<file path="src/rtl/instr_fetch_unit.sv">
`default_nettype none
// ============================================================================
// Module      : instr_fetch_unit
// Description : Single-outstanding instruction fetch unit. Issues one memory
//               read per PC, registers the returned word for decode, holds it
//               under stall, redirects on flush and halts on a misaligned
//               target or an unresponsive memory.
// Ports       : clk, reset_n        - clock / async active-low reset
//               input_to_ifu        - next PC from the PC-select mux
//               stall, flush        - pipeline hold / redirect controls
//               imem_req/addr       - memory read request and address
//               imem_ready/rdata    - same-cycle memory response
//               pc, next_address    - current fetch PC and pc + 4
//               instr, instr_valid  - registered instruction for decode
//               misaligned, timeout - sticky fault flags (cleared by reset)
// Revision    : 1.0 - initial release
// ============================================================================
module instr_fetch_unit #(
    parameter logic [31:0] RESET_PC = 32'h0000_0000,
    parameter int          TIMEOUT  = 15
) (
    input  logic        clk,
    input  logic        reset_n,
    input  logic [31:0] input_to_ifu,
    input  logic        stall,
    input  logic        flush,
    output logic        imem_req,
    output logic [31:0] imem_addr,
    input  logic        imem_ready,
    input  logic [31:0] imem_rdata,
    output logic [31:0] pc,
    output logic [31:0] next_address,
    output logic [31:0] instr,
    output logic        instr_valid,
    output logic        misaligned,
    output logic        timeout
);

    localparam logic [1:0]  c_st_idle  = 2'd0;
    localparam logic [1:0]  c_st_req   = 2'd1;
    localparam logic [1:0]  c_st_valid = 2'd2;
    localparam logic [1:0]  c_st_halt  = 2'd3;

    localparam logic [31:0] c_nop        = 32'h0000_0013;
    // Compare against TIMEOUT-1 so the fault fires on the TIMEOUT-th
    // unanswered cycle rather than one cycle later.
    localparam logic [7:0]  c_timeout_m1 = 8'(TIMEOUT - 1);

    logic [1:0]  r_state;
    logic [31:0] r_pc;
    logic [31:0] r_instr;
    logic        r_instr_valid;
    logic        r_misaligned;
    logic        r_timeout;
    logic [7:0]  r_wait_cnt;

    logic [1:0]  w_state_nxt;
    logic [31:0] w_pc_nxt;
    logic [31:0] w_instr_nxt;
    logic        w_instr_valid_nxt;
    logic        w_misaligned_nxt;
    logic        w_timeout_nxt;
    logic [7:0]  w_wait_cnt_nxt;
    logic        w_load;

    always_ff @(posedge clk or negedge reset_n) begin
        if (!reset_n) begin
            r_state       <= c_st_idle;
            r_pc          <= RESET_PC;
            r_instr       <= c_nop;
            r_instr_valid <= 1'b0;
            r_misaligned  <= 1'b0;
            r_timeout     <= 1'b0;
            r_wait_cnt    <= 8'd0;
        end else begin
            r_state       <= w_state_nxt;
            r_pc          <= w_pc_nxt;
            r_instr       <= w_instr_nxt;
            r_instr_valid <= w_instr_valid_nxt;
            r_misaligned  <= w_misaligned_nxt;
            r_timeout     <= w_timeout_nxt;
            r_wait_cnt    <= w_wait_cnt_nxt;
        end
    end

    always_comb begin
        w_state_nxt       = r_state;
        w_pc_nxt          = r_pc;
        w_instr_nxt       = r_instr;
        w_instr_valid_nxt = r_instr_valid;
        w_misaligned_nxt  = r_misaligned;
        w_timeout_nxt     = r_timeout;
        w_wait_cnt_nxt    = r_wait_cnt;
        w_load            = 1'b0;

        case (r_state)
            c_st_idle: begin
                w_state_nxt = c_st_req;
            end
            c_st_req: begin
                // Flush wins over a same-cycle response: the word is dropped.
                if (flush) begin
                    w_load = 1'b1;
                end else if (imem_ready) begin
                    w_instr_nxt       = imem_rdata;
                    w_instr_valid_nxt = 1'b1;
                    w_wait_cnt_nxt    = 8'd0;
                    w_state_nxt       = c_st_valid;
                end else if (r_wait_cnt == c_timeout_m1) begin
                    w_timeout_nxt  = 1'b1;
                    w_wait_cnt_nxt = 8'd0;
                    w_state_nxt    = c_st_halt;
                end else begin
                    w_wait_cnt_nxt = r_wait_cnt + 8'd1;
                end
            end
            c_st_valid: begin
                if (flush || !stall) begin
                    w_load = 1'b1;
                end
            end
            default: begin
                // Halt: only reset leaves this state; stall/flush ignored.
            end
        endcase

        // Common PC-load path for both advance and flush redirects.
        if (w_load) begin
            w_wait_cnt_nxt    = 8'd0;
            w_instr_valid_nxt = 1'b0;
            if (input_to_ifu[1:0] != 2'b00) begin
                w_misaligned_nxt = 1'b1;
                w_state_nxt      = c_st_halt;
            end else begin
                w_pc_nxt    = input_to_ifu;
                w_state_nxt = c_st_req;
            end
        end
    end

    assign imem_req     = (r_state == c_st_req);
    assign imem_addr    = r_pc;
    assign pc           = r_pc;
    assign next_address = r_pc + 32'd4;
    assign instr        = r_instr;
    assign instr_valid  = r_instr_valid;
    assign misaligned   = r_misaligned;
    assign timeout      = r_timeout;

endmodule
`default_nettype wire

</file>
<file path="config.mk">
export PLATFORM = sky130hd
export DESIGN_NAME = instr_fetch_unit
export DESIGN_NICKNAME = d
export VERILOG_FILES = /design/src/rtl/instr_fetch_unit.sv
export SDC_FILE = /design/constraint.sdc
export NUM_CORES = 1
export LEC_CHECK = 0
export BUFFER_PORTS_ARGS = -buffer_cell sky130_fd_sc_hd__buf_4
export CORE_MARGIN = 3
export CORE_UTILIZATION = 35
export DETAILED_ROUTE_END_ITERATION = 16
export HOLD_SLACK_MARGIN = 0.05
export SYNTH_ARGS = -nofsm -noshare
export SYNTH_HDL_FRONTEND = slang
export SYNTH_SLANG_ARGS = --single-unit
export TNS_END_PERCENT = 5
</file>
<file path="constraint.sdc">
create_clock -name clk -period 2.85 [get_ports clk]
set_input_delay 0.285 -clock clk [delete_from_list [all_inputs] [get_ports clk]]
set_output_delay 0.285 -clock clk [all_outputs]
set_load 0.005 [all_outputs]
</file>
==> run_results.csv, run 1 <==
group,metric,value,unit
timing,relSlewSlack,35.0,%
worst_setup_path,worst-path-max-fanout,9,
worst_setup_path,crit_arrival,2.33,ns
timing,finalHoldViolCount,0,
power_and_ir_drop,combPwrFrac,45.5,%
detailed_routing,vias_per_cell,4.90,
worst_setup_path,startpoint_type,"register",
worst_setup_path,slowest_delay,0.65,ns
timing,period_minus_slack,2.62,ns
synth,synthArstFlopShare,100,%
power_and_ir_drop,seqPwrFrac,36.0,%
floorplanning,die_area,0.0127,mm²
place,portBuffers,200,
worst_setup_path,rrSetupSlack,0.58,ns
timing,rsz0062_at_grt,"false",
detailed_routing,drtIter0Drc,159,
finish,final_cell_mix,"buf_4, dfrtp_1, mux2_2, xnor2_1, nand3_1",
power_and_ir_drop,p_leak,2.69,nW
power_and_ir_drop,peakVddDrop,0.000482,V
clock_network,clkTransAtPathRegs,0.06,ns
timing,worstMarginPinSlew,0.976,ns
power_and_ir_drop,p_sw_share,33.3,%
clock_network,cts_tree,"built",
floorplanning,die-height,113,µm
worst_setup_path,required,2.57,ns
synth,synth_nets,412,
worst_setup_path,slowest_stage,"nor4_4",
global_route,grt_pass1_wl,16.5,mm
clock_network,cts_buffers,9,
finish,drive_gt1_share,55.9,%
synth,syn_area,0.00398,mm²
floorplanning,io_pins,201,
worst_setup_path,crit_chain,"nand4_1 > nor4_4 > nand4_1 > xnor2_1 > buf_4",
worst_setup_path,reg2reg_depth,6,
worst_setup_path,cp_top_family,"simple AND/OR/NAND/NOR gates",
clock_network,clockBufferDepth,2,
global_route,grtUsageTotal,15.9,%
clock_network,clk_latency,0.33,ns
detailed_routing,drt-wirelength-per-cell,15.6,µm
synth,netlist_instances,336,
clock_network,clock-sinks,77,
detailed_routing,drt.antenna.violating_nets,0,
synth,ys_warn_count,0,
finish,areaGrowthSynthToFinish,42.6,%
finish,layout_commonest_cell,"buf_4",
power_and_ir_drop,p_int,3.99,mW
timing,finalCritPeriodShare,91.8,%
finish,stdcell_count,655,
worst_setup_path,cp-end-kind,"primary output",
synth,synth_edf_count,0,
synth,synth_area_per_cell,11.8,µm²
floorplanning,start_util,36.2,%
global_route,grt_start_max_net_pins,78,
worst_setup_path,worstSetupPathType,"register to primary output",
finish,fillers,985,
worst_setup_path,reg2reg_from,"r_state[1]$_DFFE_PN0P_",
place,hpwl,7.67,mm
place,dp_cells,639,
synth,yosysSeqAreaShare,48.5,%
finish,nets,586,
worst_setup_path,crit_top_cell,"nand4_1",
finish,insertedDiodeCount,0,
power_and_ir_drop,p_per_area,1060,mW/mm²
synth,ys.flop_type,"dfrtp_1",
outcome,status,"completed",
global_route,antenna_found_initial,0,
timing,fmax,382,MHz
place,place.gp.congestion,0.795,
worst_setup_path,regToRegEndpoint,"imem_addr[16]$_DFFE_PN0P_",
timing,setup_tns,0,ns
hold_path,min_path_type,"primary input to async pin",
global_route,grt-ovfl-total,0,
floorplanning,die_w,113,µm
detailed_routing,drt-pass1-iter-count,4,
floorplanning,core-area,0.0110,mm²
power_and_ir_drop,switchingPower,1.99,mW
synth,ys_types,42,
detailed_routing,wl,10.2,mm
clock_network,cts.repair.resized,0,
detailed_routing,drc_errors,0,
timing,clock_skew,0.00541,ns
worst_setup_path,crit_buf_inv,1,
clock_network,htree_levels,3,
clock_network,post_cts_buffers,0,
floorplanning,num_rows,38,
timing,setup_viol,0,
clock_network,cts-root-buf,"clkbuf_16",
run,drv_cap,0,
synth,ys_seq_elements,77,
global_route,grt_pass1_vias,3285,
detailed_routing,vias,3209,
timing,slew_violations,0,
power_and_ir_drop,p_clk_share,18.6,%
## cell usage after synthesis, types with 2 or more instances
master,number,area share (%)
nand2b_1,3,0.47
nor4_4,2,1.1
dfrtp_1,74,47
nand4_1,14,2.2
and4_1,2,0.44
mux2_2,61,17
dfstp_2,3,2.0
nand3_1,16,2.0
nand2_1,15,1.4
nor2_1,9,0.85
nor2b_1,3,0.47
xor2_1,4,0.88
o21ai_0,8,1.0
clkbuf_1,2,0.19
a31oi_1,2,0.31
xnor2_1,24,5.3
and3_1,5,0.79
inv_1,6,0.57
or3_1,3,0.47
a21oi_1,11,1.4
buf_6,3,0.85
buf_4,34,6.4
ha_1,7,2.2
buf_1,2,0.19
nor3_1,4,0.50
and2_1,3,0.47
## what timing repair did
| action | in CTS | in global routing |
|---|---|---|
| setup endpoints to repair | 0 | 3 |
| hold endpoints to repair | 0 | 0 |
| hold buffers | 0 | 0 |
## power by group through the flow
stage	Sequential, mW	Clock, mW	Combinational [mW]
after floorplan	2.08	0	1.37
after global placement	2.15	0	2.74
after detailed placement	2.17	0	2.76
after CTS	2.17	1.15	2.76
after global routing	2.25	1.21	2.96
final	2.15	1.11	2.72
## worst max path at each step
stage	from	end	slack, ns	cells after the start
6_report	imem_addr[4]$_DFFE_PN0P_	next_address[26]	0.23	5
5_1_grt	imem_addr[4]$_DFFE_PN0P_	next_address[20]	0.03	5
4_1_cts	imem_addr[2]$_DFFE_PN0P_	next_address[26]	0.17	6
3_5_place_dp	imem_addr[2]$_DFFE_PN0P_	next_address[26]	0.53	6
3_3_place_gp	imem_addr[2]$_DFFE_PN0P_	next_address[26]	0.54	6
2_1_floorplan	r_state[1]$_DFFE_PN0P_	imem_addr[10]$_DFFE_PN0P_	0.82	6
## cell families after synthesis
kind of cell,count (synthesis),share of synthesized area (%)
AO/OA/AOI/OAI,32,5.44
multiplexers,61,17.3
AND/OR/NAND/NOR,84,12.2
buffers and inverters,47,8.21
XOR/XNOR,28,6.16
adder cells (fa/ha/maj),7,2.20
flip-flops,77,48.5
## layout make-up
type                    count  area, µm²  share of cell area (%)
inverters                   6       22.5                   0.397
flip-flops and latches     77       1930                    34.0
multi-input cells         212       1720                    30.3
well taps                 140        175                    3.09
repair buffers            204       1530                    27.0
clock buffers              10        229                    4.04
clock inverters             6       63.8                    1.12
## through the flow
stage	setup WS (ns)	utilization, %	power (mW)	cell area (µm²)	hold slack [ns]
finish	0.235	51.7	5.99	5670	0.122
global route	0.0322	51.7	6.42	5670	0.164
CTS	0.166	51.7	6.08	5670	0.154
detailed placement	0.530	49.0	4.93	5380	0.467
global placement	0.544	49.0	4.88	5380	0.464
floorplan	0.818	-	3.45	3980	-0.0106
## flip-flops by register name, indices dropped and copies added (netlist names)
signal and cells:
imem_addr 32, instr 32, r_wait_cnt 8, r_state 2
instr_valid 1, misaligned 1, timeout 1
## routing by layer
layer / up-vias / part of all wire, % / global-route usage, %
li1: 1512 / - / -
met1: 1539 / 43 / 20.4
met2: 146 / 46 / 25.3
met3: 12 / 9.6 / 5.01
met4: 0 / 1.5 / 5.93
met5: - / 0 / 0
(Power assumes the default switching activity.)
==> inputs of run 2 (changes only) <==
--- a/config.mk
+++ b/config.mk
@@ -7,9 +7,11 @@
 export LEC_CHECK = 0
 export BUFFER_PORTS_ARGS = -buffer_cell sky130_fd_sc_hd__buf_4
 export CORE_MARGIN = 3
-export CORE_UTILIZATION = 35
+export CORE_UTILIZATION = 46
 export DETAILED_ROUTE_END_ITERATION = 16
 export HOLD_SLACK_MARGIN = 0.05
+export PLACE_DENSITY = 0.81
+export RECOVER_POWER = 100
 export SYNTH_ARGS = -nofsm -noshare
 export SYNTH_HDL_FRONTEND = slang
 export SYNTH_SLANG_ARGS = --single-unit
==> run_results.csv, run 2 (synthesis gave the netlist of run 1 again) <==
group,metric,value,unit
timing,setup_tns,0,ns
timing,rsz0062_at_grt,"false",
detailed_routing,drt-pass1-iter-count,4,
detailed_routing,drc_errors,0,
timing,setup_viol,0,
timing,finalCritPeriodShare,93.1,%
timing,finalHoldViolCount,0,
power_and_ir_drop,power.total,5.63,mW
outcome,violations,"max-capacitance violations, max-slew violations",
worst_setup_path,crit_buf_inv,1,
floorplanning,start_util,47.9,%
finish,nets,585,
timing,relSlewSlack,-27.2,%
global_route,grt-ovfl-total,0,
worst_setup_path,worstSetupPathType,"register to primary output",
worst_setup_path,path_depth,5,
clock_network,cts_buffers,9,
timing,slew_violations,78,
finish,layout_commonest_cell,"clkbuf_4",
hold_path,holdPathEnd,"instr[12]$_DFFE_PN0P_",
finish,insertedDiodeCount,0,
worst_setup_path,crit_top_cell,"nand4_1",
worst_setup_path,slowest_stage,"nor4_4",
worst_setup_path,cp-end-kind,"primary output",
global_route,grtUsageTotal,20.7,%
global_route,grt_pass1_vias,3339,
worst_setup_path,regToRegEndpoint,"imem_addr[8]$_DFFE_PN0P_",
power_and_ir_drop,p_per_area,1030,mW/mm²
place,hpwl,7.69,mm
power_and_ir_drop,p_sw_share,35.2,%
power_and_ir_drop,p_leak,2.55,nW
worst_setup_path,crit_arrival,2.37,ns
timing,period_minus_slack,2.65,ns
worst_setup_path,rrSetupSlack,0.50,ns
finish,stdcell_count,619,
global_route,grt_start_max_net_pins,78,
clock_network,clk_latency,0.35,ns
detailed_routing,drt-wirelength-per-cell,16.1,µm
clock_network,cts_tree,"built",
floorplanning,die_w,99.0,µm
timing,worstMarginPinSlew,1.91,ns
clock_network,hold_buffers,0,
power_and_ir_drop,peakVddDrop,0.000478,V
finish,seqCellArea,0.00193,mm²
worst_setup_path,required,2.57,ns
worst_setup_path,worst-path-max-fanout,9,
clock_network,clock-sinks,77,
power_and_ir_drop,seqPwrFrac,37.8,%
clock_network,cts-root-buf,"clkbuf_8",
timing,fmax,377,MHz
finish,drive_gt1_share,51.9,%
worst_setup_path,cp_top_family,"simple AND/OR/NAND/NOR gates",
detailed_routing,drt.antenna.violating_nets,0,
place,dp_cells,602,
power_and_ir_drop,p_int,3.65,mW
power_and_ir_drop,p_clk_share,16.8,%
run,drv_cap,1,
power_and_ir_drop,switchingPower,1.98,mW
global_route,antenna_found_initial,0,
power_and_ir_drop,combPwrFrac,45.5,%
timing,holdWs,0.160,ns
floorplanning,die-height,99.0,µm
worst_setup_path,crit_chain,"nand4_1 > nor4_4 > nand4_1 > xnor2_1 > buf_4",
detailed_routing,drtIter0Drc,110,
floorplanning,core-area,0.00830,mm²
clock_network,clkTransAtPathRegs,0.09,ns
hold_path,hold_start,"imem_rdata[12]",
hold_path,whs_path_depth,2,
detailed_routing,vias_per_cell,5.21,
finish,multi_input_area,0.00172,mm²
worst_setup_path,reg2reg_from,"r_state[1]$_DFFE_PN0P_",
hold_path,min_path_type,"primary input to register",
worst_setup_path,startpoint_type,"register",
clock_network,htree_levels,3,
clock_network,clockBufferDepth,2,
outcome,status,"complete, but fails checks",
floorplanning,num_rows,33,
place,portBuffers,200,
finish,fillers,674,
worst_setup_path,reg2reg_depth,6,
timing,clock_skew,0.00644,ns
worst_setup_path,slowest_delay,0.63,ns
global_route,grt_pass1_wl,16.2,mm
finish,areaGrowthSynthToFinish,37.6,%
floorplanning,io_pins,201,
finish,final_cell_mix,"clkbuf_4, buf_4, dfrtp_1, mux2_2, xnor2_1",
floorplanning,die_area,0.00980,mm²
detailed_routing,wl,9.99,mm
place,place.gp.congestion,0.876,
detailed_routing,vias,3228,
==> run 2: changes by cell type in the layout (fill, tap and decap cells not counted), moves of 9 or more <==
cell and change:
clkbuf_16 -9, clkbuf_1 +19, clkbuf_8 +9, clkbuf_4 +106
buf_4 -129
==> run 2: worst max path at each step <==
stage | start | end
3_3_place_gp | imem_addr[4]$_DFFE_PN0P_ | next_address[22]
2_1_floorplan | r_state[1]$_DFFE_PN0P_ | imem_addr[10]$_DFFE_PN0P_
5_1_grt | imem_addr[4]$_DFFE_PN0P_ | next_address[31]
4_1_cts | imem_addr[4]$_DFFE_PN0P_ | next_address[26]
6_report | imem_addr[4]$_DFFE_PN0P_ | next_address[29]
3_5_place_dp | imem_addr[4]$_DFFE_PN0P_ | next_address[26]
==> run 2: final cells by class <==
cell class                 count  area share, %
clock buffer                   9           2.26
clock inverter                 7           1.92
inverter                       6          0.411
multi-input combinational    212           31.4
sequential                    77           35.3
tap                          105           2.40
timing repair buffer         203           26.4
==> run 2: power groups by stage <==
| stage | clock network [mW] | registers (mW) | logic (mW) |
|---|---|---|---|
| after global routing | 1.02 | 2.22 | 2.81 |
| after floorplan | 0 | 2.08 | 1.37 |
| after global placement | 0 | 2.11 | 2.72 |
| final | 0.944 | 2.13 | 2.56 |
| after CTS | 0.983 | 2.15 | 2.79 |
| after detailed placement | 0 | 2.16 | 2.79 |
==> run 2: stage by stage <==
step / area [µm²] / worst slack (ns) / util [%]
after floorplan: 3980 / 0.818 / -
after global placement: 5320 / 0.640 / 64.1
after detailed placement: 5320 / 0.565 / 64.1
after CTS: 5550 / 0.151 / 66.9
after global routing: 5480 / 0.00617 / 66.0
final: 5480 / 0.197 / 66.0
==> run 2: what timing repair did <==
item,4_1_cts,5_1_grt
setup endpoints to repair,0,3
resized for setup,0,0
setup buffers,0,1
==> run 2: layer usage <==
layer  vias to the layer above  wire [µm]  share of wire [%]  track usage (%)
li1                       1503          -                  -                -
met1                      1555       3870                 39             24.2
met2                       155       4920                 49             35.2
met3                        15        997                 10             7.43
met4                         0        204                2.0             7.25
met5                         -          0                  0                0
==> inputs of run 3 (changes only) <==
==> constraint.sdc (replaced) <==
create_clock -name clk -period 2.85 [get_ports clk]
set_input_delay 0.1425 -clock clk [delete_from_list [all_inputs] [get_ports clk]]
set_output_delay 0.1425 -clock clk [all_outputs]
set_load 0.005 [all_outputs]
==> run_results.csv, run 3 (synthesis gave the netlist of run 1 again) <==
group,metric,value,unit
detailed_routing,drt-wirelength-per-cell,16.8,µm
clock_network,clock-sinks,77,
detailed_routing,vias,3509,
detailed_routing,drt-pass1-iter-count,4,
timing,setup_tns,0,ns
floorplanning,num_rows,33,
floorplanning,core-area,0.00830,mm²
floorplanning,die-height,99.0,µm
place,hpwl,7.60,mm
floorplanning,io_pins,201,
worst_setup_path,reg2reg_depth,6,
clock_network,clockBufferDepth,2,
worst_setup_path,cp-end-kind,"primary output",
power_and_ir_drop,p_clk_share,13.4,%
worst_setup_path,required,2.71,ns
power_and_ir_drop,p_sw_share,36.6,%
floorplanning,die_w,99.0,µm
finish,drive_gt1_share,44.8,%
clock_network,clk_latency,0.34,ns
timing,clock_skew,0.0117,ns
power_and_ir_drop,seqPwrFrac,38.6,%
power_and_ir_drop,combPwrFrac,48.0,%
worst_setup_path,worst-path-max-fanout,9,
timing,rsz0062_at_grt,"false",
hold_path,min_path_type,"primary input to register",
finish,fillers,568,
detailed_routing,drt.antenna.violating_nets,0,
worst_setup_path,worstSetupPathType,"register to primary output",
place,dp_slack,0.631,ns
floorplanning,start_util,47.9,%
hold_path,hold_start,"input_to_ifu[0]",
power_and_ir_drop,power.total,5.54,mW
worst_setup_path,startpoint_type,"register",
clock_network,clkTransAtPathRegs,0.08,ns
timing,period_minus_slack,2.58,ns
detailed_routing,drc_errors,0,
place,place.gp.congestion,0.908,
hold_path,holdPathEnd,"misaligned$_DFFE_PN0P_",
global_route,antenna_found_initial,0,
finish,nets,647,
detailed_routing,vias_per_cell,5.15,
finish,final_cell_mix,"clkbuf_4, buf_4, dfrtp_1, dlygate4sd3_1, mux2_2",
clock_network,cts-root-buf,"clkbuf_8",
detailed_routing,drtIter0Drc,129,
timing,worstMarginPinSlew,1.86,ns
timing,finalHoldViolCount,0,
finish,areaGrowthSynthToFinish,51.5,%
power_and_ir_drop,peakVddDrop,0.000560,V
power_and_ir_drop,p_per_area,920,mW/mm²
worst_setup_path,rrSetupSlack,0.52,ns
timing,slew_violations,78,
clock_network,cts_buffers,9,
power_and_ir_drop,p_leak,2.76,nW
timing,setup_viol,0,
global_route,grt_pass1_wl,18.7,mm
timing,finalCritPeriodShare,90.5,%
finish,layout_commonest_cell,"clkbuf_4",
outcome,status,"complete, but fails checks",
power_and_ir_drop,p_int,3.51,mW
global_route,grt_start_max_net_pins,78,
worst_setup_path,regToRegEndpoint,"imem_addr[12]$_DFFE_PN0P_",
floorplanning,die_area,0.00980,mm²
clock_network,htree_levels,3,
hold_path,whs_path_depth,3,
global_route,grt-ovfl-total,0,
detailed_routing,wl,11.4,mm
worst_setup_path,reg2reg_from,"r_state[1]$_DFFE_PN0P_",
timing,fmax,388,MHz
timing,relSlewSlack,-23.7,%
global_route,grtUsageTotal,23.8,%
power_and_ir_drop,switchingPower,2.03,mW
global_route,grt_pass1_vias,3705,
outcome,violations,"max-capacitance violations, max-slew violations",
clock_network,cts_tree,"built",
finish,insertedDiodeCount,0,
clock_network,post_cts_buffers,0,
place,portBuffers,200,
run,drv_cap,1,
timing,final.setup.worst_slack,0.271,ns
worst_setup_path,crit_arrival,2.44,ns
run 3: worst max path at each step:
stage,startpoint,endpoint,slack [ns]
global route,imem_addr[2]$_DFFE_PN0P_,next_address[22],0.13
detailed placement,r_state[1]$_DFFE_PN0P_,imem_addr[30]$_DFFE_PN0P_,0.63
floorplan,r_state[1]$_DFFE_PN0P_,imem_addr[10]$_DFFE_PN0P_,0.82
finish,imem_addr[4]$_DFFE_PN0P_,next_address[29],0.27
CTS,imem_addr[4]$_DFFE_PN0P_,next_address[31],0.31
global placement,r_state[1]$_DFFE_PN0P_,imem_addr[14]$_DFFE_PN0P_,0.74
run 3: metrics by stage:
| step | util [%] | hold WS, ns | instances | area [µm²] |
|---|---|---|---|---|
| floorplan | - | -0.153 | 336 | 3980 |
| global placement | 64.1 | 0.342 | 602 | 5320 |
| detailed placement | 64.1 | 0.357 | 602 | 5320 |
| CTS | 73.9 | 0.0745 | 681 | 6130 |
| global route | 72.6 | 0.0941 | 681 | 6030 |
| finish | 72.6 | 0.0861 | 681 | 6030 |
run 3: power groups by stage:
stage | Sequential (mW) | Clock, mW | Combinational (mW)
floorplan | 2.08 | 0 | 1.37
global placement | 2.13 | 0 | 2.69
detailed placement | 2.15 | 0 | 2.77
CTS | 2.14 | 0.755 | 2.84
global route | 2.24 | 0.800 | 2.89
finish | 2.14 | 0.744 | 2.66
run 3: critical path: stages (launching register included):
cell      delay [ns]
dfrtp_1         0.51
nand4_1         0.32
nor4_4          0.66
nand4_1         0.22
xnor2_1         0.22
clkbuf_4        0.17
run 3: routing by layer:
layer | vias to the layer above | routed length, µm | global-route usage (%)
li1 | 1630 | - | -
met1 | 1702 | 4470 | 28.7
met2 | 164 | 5790 | 41.4
met3 | 13 | 1040 | 7.01
met4 | 0 | 114 | 6.51
met5 | - | 0 | 0
run 3: cell type report:
type | count | area (µm²) | area share (%)
Sequential cell | 77 | 1930 | 32.0
Multi-Input combinational cell | 212 | 1720 | 28.5
Timing Repair Buffer | 265 | 2050 | 34.0
Inverter | 6 | 22.5 | 0.374
Tap cell | 105 | 131 | 2.18
Clock buffer | 10 | 138 | 2.28
Clock inverter | 6 | 38.8 | 0.644
run 3: repair_timing:
item / CTS / global route
setup endpoints to repair: 0 / 0
hold endpoints to repair: 136 / 0
hold buffers: 63 / 0
gates resized for setup: 0 / 0
